[src/rtl/uart_tx_cfg.sv]
// uart_tx_cfg
//   Configurable UART transmitter. Sends one DATA_WIDTH-bit word per frame:
//   start bit, data bits LSB first, an optional parity bit, then 1 or 2 stop
//   bits. Bit timing uses a baud counter that acts as a clock enable, so the
//   whole block runs on clk.
//
// Ports
//   clk         system clock, all logic on posedge
//   rst_n       asynchronous active-low reset
//   tx_valid_i  data_i holds a word to send
//   data_i      word to send, LSB transmitted first
//   tx_ready_o  block can accept a word this cycle (state == IDLE)
//   tx_busy_o   frame in progress (inverse of tx_ready_o)
//   tx_done_o   one-cycle pulse on the first IDLE cycle after the last stop bit
//   tx_o        serial line, idle high, registered
module uart_tx_cfg #(
  parameter int CLK_FREQ   = 100_000_000,
  parameter int BAUD_RATE  = 115200,
  parameter int DATA_WIDTH = 8,
  parameter int PARITY     = 0,   // 0 none, 1 even, 2 odd
  parameter int STOP_BITS  = 1
) (
  input  logic                  clk,
  input  logic                  rst_n,
  input  logic                  tx_valid_i,
  input  logic [DATA_WIDTH-1:0] data_i,
  output logic                  tx_ready_o,
  output logic                  tx_busy_o,
  output logic                  tx_done_o,
  output logic                  tx_o
);

  localparam int CLKS_PER_BIT = CLK_FREQ / BAUD_RATE;
  localparam int CW = (CLKS_PER_BIT > 2) ? $clog2(CLKS_PER_BIT) : 1;
  localparam int BW = (DATA_WIDTH > 2) ? $clog2(DATA_WIDTH) : 1;

  // Elaboration-time parameter checks.
  if (CLKS_PER_BIT < 2) begin : g_err_cpb
    $error("uart_tx_cfg: CLK_FREQ/BAUD_RATE must be >= 2");
  end
  if (DATA_WIDTH < 5 || DATA_WIDTH > 9) begin : g_err_dw
    $error("uart_tx_cfg: DATA_WIDTH must be 5..9");
  end
  if (PARITY < 0 || PARITY > 2) begin : g_err_par
    $error("uart_tx_cfg: PARITY must be 0, 1 or 2");
  end
  if (STOP_BITS < 1 || STOP_BITS > 2) begin : g_err_stop
    $error("uart_tx_cfg: STOP_BITS must be 1 or 2");
  end

  typedef enum logic [2:0] {
    S_IDLE   = 3'd0,
    S_START  = 3'd1,
    S_DATA   = 3'd2,
    S_PARITY = 3'd3,
    S_STOP   = 3'd4
  } state_t;

  state_t                state;
  logic [CW-1:0]         baud_cnt;
  logic [BW-1:0]         bit_cnt;
  logic                  stop_cnt;
  logic [DATA_WIDTH-1:0] shreg;
  logic                  par_bit;
  logic                  tick;

  // Last clock of the current bit period.
  assign tick       = (baud_cnt == CW'(CLKS_PER_BIT - 1));
  assign tx_ready_o = (state == S_IDLE);
  assign tx_busy_o  = ~tx_ready_o;

  always_ff @(posedge clk or negedge rst_n) begin
    if (!rst_n) begin
      state     <= S_IDLE;
      baud_cnt  <= '0;
      bit_cnt   <= '0;
      stop_cnt  <= 1'b0;
      shreg     <= '0;
      par_bit   <= 1'b0;
      tx_o      <= 1'b1;
      tx_done_o <= 1'b0;
    end else begin
      tx_done_o <= 1'b0;
      // Baud counter free-runs while a frame is active; wraps on tick.
      if (state != S_IDLE)
        baud_cnt <= tick ? '0 : baud_cnt + CW'(1);

      case (state)
        S_IDLE: begin
          tx_o <= 1'b1;
          if (tx_valid_i) begin
            shreg    <= data_i;
            // Odd parity is the inverted XOR of the word.
            par_bit  <= (PARITY == 2) ^ (^data_i);
            baud_cnt <= '0;
            bit_cnt  <= '0;
            stop_cnt <= 1'b0;
            tx_o     <= 1'b0;
            state    <= S_START;
          end
        end

        S_START: begin
          if (tick) begin
            tx_o    <= shreg[0];
            bit_cnt <= '0;
            state   <= S_DATA;
          end
        end

        S_DATA: begin
          if (tick) begin
            if (bit_cnt == BW'(DATA_WIDTH - 1)) begin
              stop_cnt <= 1'b0;
              if (PARITY != 0) begin
                tx_o  <= par_bit;
                state <= S_PARITY;
              end else begin
                tx_o  <= 1'b1;
                state <= S_STOP;
              end
            end else begin
              // Bit 0 is on the line; the next one is shreg[1] before the shift.
              tx_o    <= shreg[1];
              shreg   <= {1'b0, shreg[DATA_WIDTH-1:1]};
              bit_cnt <= bit_cnt + BW'(1);
            end
          end
        end

        S_PARITY: begin
          if (tick) begin
            tx_o     <= 1'b1;
            stop_cnt <= 1'b0;
            state    <= S_STOP;
          end
        end

        S_STOP: begin
          if (tick) begin
            if (stop_cnt == 1'(STOP_BITS - 1)) begin
              tx_done_o <= 1'b1;
              state     <= S_IDLE;
            end else begin
              stop_cnt <= 1'b1;
            end
          end
        end

        default: begin
          // Illegal encoding: park safely with the line idle.
          tx_o     <= 1'b1;
          baud_cnt <= '0;
          state    <= S_IDLE;
        end
      endcase
    end
  end

endmodule

[config.mk]
export PLATFORM = sky130hd
export DESIGN_NAME = uart_tx_cfg
export DESIGN_NICKNAME = d
export VERILOG_FILES = /design/src/rtl/uart_tx_cfg.sv
export SDC_FILE = /design/constraint.sdc
export NUM_CORES = 1
export LEC_CHECK = 0
export CORE_MARGIN = 3
export CORE_UTILIZATION = 55
export DETAILED_ROUTE_END_ITERATION = 7
export PLACE_DENSITY = 0.78
export SYNTH_ARGS = -nofsm -noshare
export SYNTH_HDL_FRONTEND = slang
export SYNTH_SLANG_ARGS = --single-unit
[constraint.sdc]
create_clock -name clk -period 2.13 [get_ports clk]
set_input_delay 0.426 -clock clk [delete_from_list [all_inputs] [get_ports clk]]
set_output_delay 0.426 -clock clk [all_outputs]
set_load 0.01 [all_outputs]
==> impl_metrics.tcl <==
set metrics [dict create \
    cts-root-to-sink-buffers 2 \
    post_dp_cell_area_um2 1627 \
    yosys.area_share.simple 0.1497 \
    power_report.internal_total_mw 0.8966 \
    main_combinational_cell_family_by_area_after_synthesis "compound AO/OA/AOI/OAI gates" \
    placement.setup.worst_slack_ps 175.6 \
    timing_worst_setup_path_type "reg -> out" \
    relSlewSlack 0.5360 \
    antenna_found_initial 0 \
    timing.critical_path.from_type "flop" \
    drc 0 \
    met2_layer_usage_reported_by_global_route 0.3148 \
    detailedRoute.firstPassIterationCount 4 \
    synthDominantCellAreaShare 0.4378 \
    buffer_ports.inserted 14 \
    wirelength_mm 2.665 \
    setup.worst_path.end_class "primary output" \
    layout_min_cycle_time_ps 2071 \
    fp.coreArea_um2 2340 \
    p_comb_frac 0.272 \
    io_pins 15 \
    timing.fmax_mhz 483.0 \
    gr_busiest_metal "met2" \
    vias 1079 \
    worst_hold_path_class "in -> async" \
    setup_repair_after_global_routing_missed_its_margin "false" \
    holdBufCountCts 0 \
    count_of_pins_over_their_slew_limit 0 \
    synth_compound_gate_area_share 0.1524 \
    async_flop_share 1.000 \
    syn_avg_cell_area_um2 10.66 \
    gp_routability_congestion 0.8263 \
    setup_viol_count_final 0 \
    ys_types 43 \
    netSwitchingFraction 0.3053 \
    cts_tree "yes" \
    fin_ws_ps 59.49 \
    required_ps 1700 \
    post_synthesis_net_count 148 \
    status "completed" \
    initial_util 0.6107 \
    met3_usage 0.02262 \
    hold_viol_final 0 \
    cts_buffers 3 \
    area_of_the_mapped_netlist_um2 1429 \
    post_synth_main_area_contributors "dfrtp_1 (44%), mux2_2 (12%), nor2_1 (3.9%), xnor2_1 (3.1%), nor3_1 (2.8%)" \
    timing_worst_slew_pin_value_ps 687.3 \
    finalPower_mw 1.291 \
    post_layout_nonfiller_instances 182 \
    synth_cells 134 \
    synth_mux_area_frac 0.1182 \
    n_antenna_cell 0 \
    rr_startpoint "baud_cnt[1]$_DFF_PN0_" \
    maximum_fanout_count_along_the_critical_path 5 \
    timing.hold.ws_ps 442.1 \
    cts_post_setup_buffers_inserted 0 \
    syn2layout_area_growth_pct 16.64 \
    cts.sink_count 26 \
    post_synth_xor_area_fraction 0.04904 \
    leftover_overflow_at_the_end_of_global_routing 0 \
    switching_power_mw 0.3940 \
    yosysWarnings 0 \
    yosys_register_bits 26 \
    layout.cell_area.non_filler_um2 1667 \
    totalNegativeSetupSlack_ps 0 \
    power_per_cell_area_nw_per_um2 774.4 \
    first_global_vias 1083 \
    die-width_um 56.97 \
    grt_max_degree 27 \
    share_of_the_cycle_needed_by_the_critical_path_after_routing 0.9721 \
    cap_violations 0 \
    detail_route.vias_per_cell 5.929 \
    yosys.area_share.adder 0.02627 \
    postCtsResizedCells 2 \
    clk_pin_slew_worst_setup_hold_paths_ps 140 \
    final_util 0.7123 \
    finish.net_count 169 \
    grt.met1_usage 0.2416 \
    cts_root_buf "clkbuf_4" \
    synth_enable_flop_cells 0 \
    placed_cells_incl_taps 178 \
    critPathArrivalTime_ps 1640 \
    detailedRoute.firstIterationViolations 22 \
    grtUsageTotal 0.1851 \
    final.setup_skew_ps 7.376 \
    clk-insertion-delay-late_ps 320 \
    dieArea_um2 3246 \
    cellLeakagePower_nw 0.6964 \
    floorplan.rows 17 \
    die_y_um 56.97 \
    reg2reg_depth 5 \
    postSynth.topFlopCell "dfrtp_1" \
    post-synth-top-area-cell "dfrtp_1" \
    vdd_ir_drop_max_mv 0.5471 \
    clock_power_share 0.195 \
    avgRoutedWirePerCell_um 14.64 \
    power.sequential.fraction 0.532 \
    cts-htree-levels 1 \
    hpwl_mm 1.918 \
    global_route_wire_length_before_repair_mm 4.781 \
    ys_seq_area_frac 0.4562 \
    drt.antenna.violating_nets 0 \
    drive_gt1_frac 0.2338 \
    crit_path_start "state[2]$_DFFE_PN0P_" \
]
[worst max-delay path, stage by stage (launching register included)]
cell,delay (ps)
dfrtp_1,410
or3_4,420
clkdlybuf4s50_1,490
[power by group through the flow]
stage	Sequential [mW]	Combinational (mW)	Clock, mW
floorplan	0.680	0.232	0
global placement	0.690	0.337	0
detailed placement	0.695	0.352	0
CTS	0.685	0.354	0.260
global route	0.707	0.391	0.278
finish	0.687	0.351	0.252
[cells in the final DEF (no fill, tap or decap), types with 2 or more instances in the layout]
master           count
dfrtp_1             25
nor2_1              15
mux2_2              15
clkdlybuf4s50_1     13
buf_4                9
nor3_1               8
inv_1                5
xnor2_1              5
o21ai_0              5
nand3_1              4
nor4_1               3
xor2_1               3
ha_1                 3
clkbuf_4             3
o31ai_1              2
nand4_1              2
o311ai_0             2
nand3b_1             2
nand2_1              2
a21oi_1              2
a22o_1               2
[flip-flops by register name, summed over array words and instances, names as in the netlist]
| register | count |
|---|---|
| tx_o | 1 |
| baud_cnt | 10 |
| bit_cnt | 3 |
| tx_done_o | 1 |
| shreg | 8 |
| state | 3 |
[Yosys cell counts, drive strengths merged, types with 2 or more instances]
master and number:
a211oi 2, o31ai 2, xnor2 5, nor3 8, a21oi 3, o21ai 5, ha 3, mux2 15
inv 5, nor2 16, nand3b 2, nand2 2, a22o 2, clkbuf 2, dfrtp 25, nand4 2
nor4 3, buf 5, nand3 4, o311ai 2, xor2 3
[routing by layer]
| metal | share of wire | up-vias |
|---|---|---|
| li1 | - | 527 |
| met1 | 0.45 | 523 |
| met4 | 0.0068 | 0 |
| met3 | 0.043 | 2 |
| met5 | 0 | - |
| met2 | 0.50 | 27 |
[worst paths after layout]
kind                                              end  slack, ps
worst min-delay path            baud_cnt[8]$_DFF_PN0_        440
worst min register to register   shreg[3]$_DFFE_PN0P_        530
max in group asynchronous            tx_o$_DFFE_PN1P_       1390
worst max-delay path                        tx_busy_o         60
worst max register to register   shreg[1]$_DFFE_PN0P_        150
min in group clk                 shreg[3]$_DFFE_PN0P_        530
[cell families after synthesis]
family | Yosys count
AO/OA/AOI/OAI | 27
multiplexers | 15
buffers and inverters | 13
flip-flops | 26
AND/OR/NAND/NOR | 42
XOR/XNOR | 8
adder cells (fa/ha/maj) | 3
[layout make-up]
class | count | area [um^2]
Clock buffer | 4 | 36.28
Fill cell | 170 | 673.1
Tap cell | 28 | 35.03
Inverter | 6 | 23.77
Multi-Input combinational cell | 95 | 713.2
Timing Repair Buffer | 23 | 206.4
Sequential cell | 26 | 651.9
Note: power is estimated with default switching activity, not from simulation.
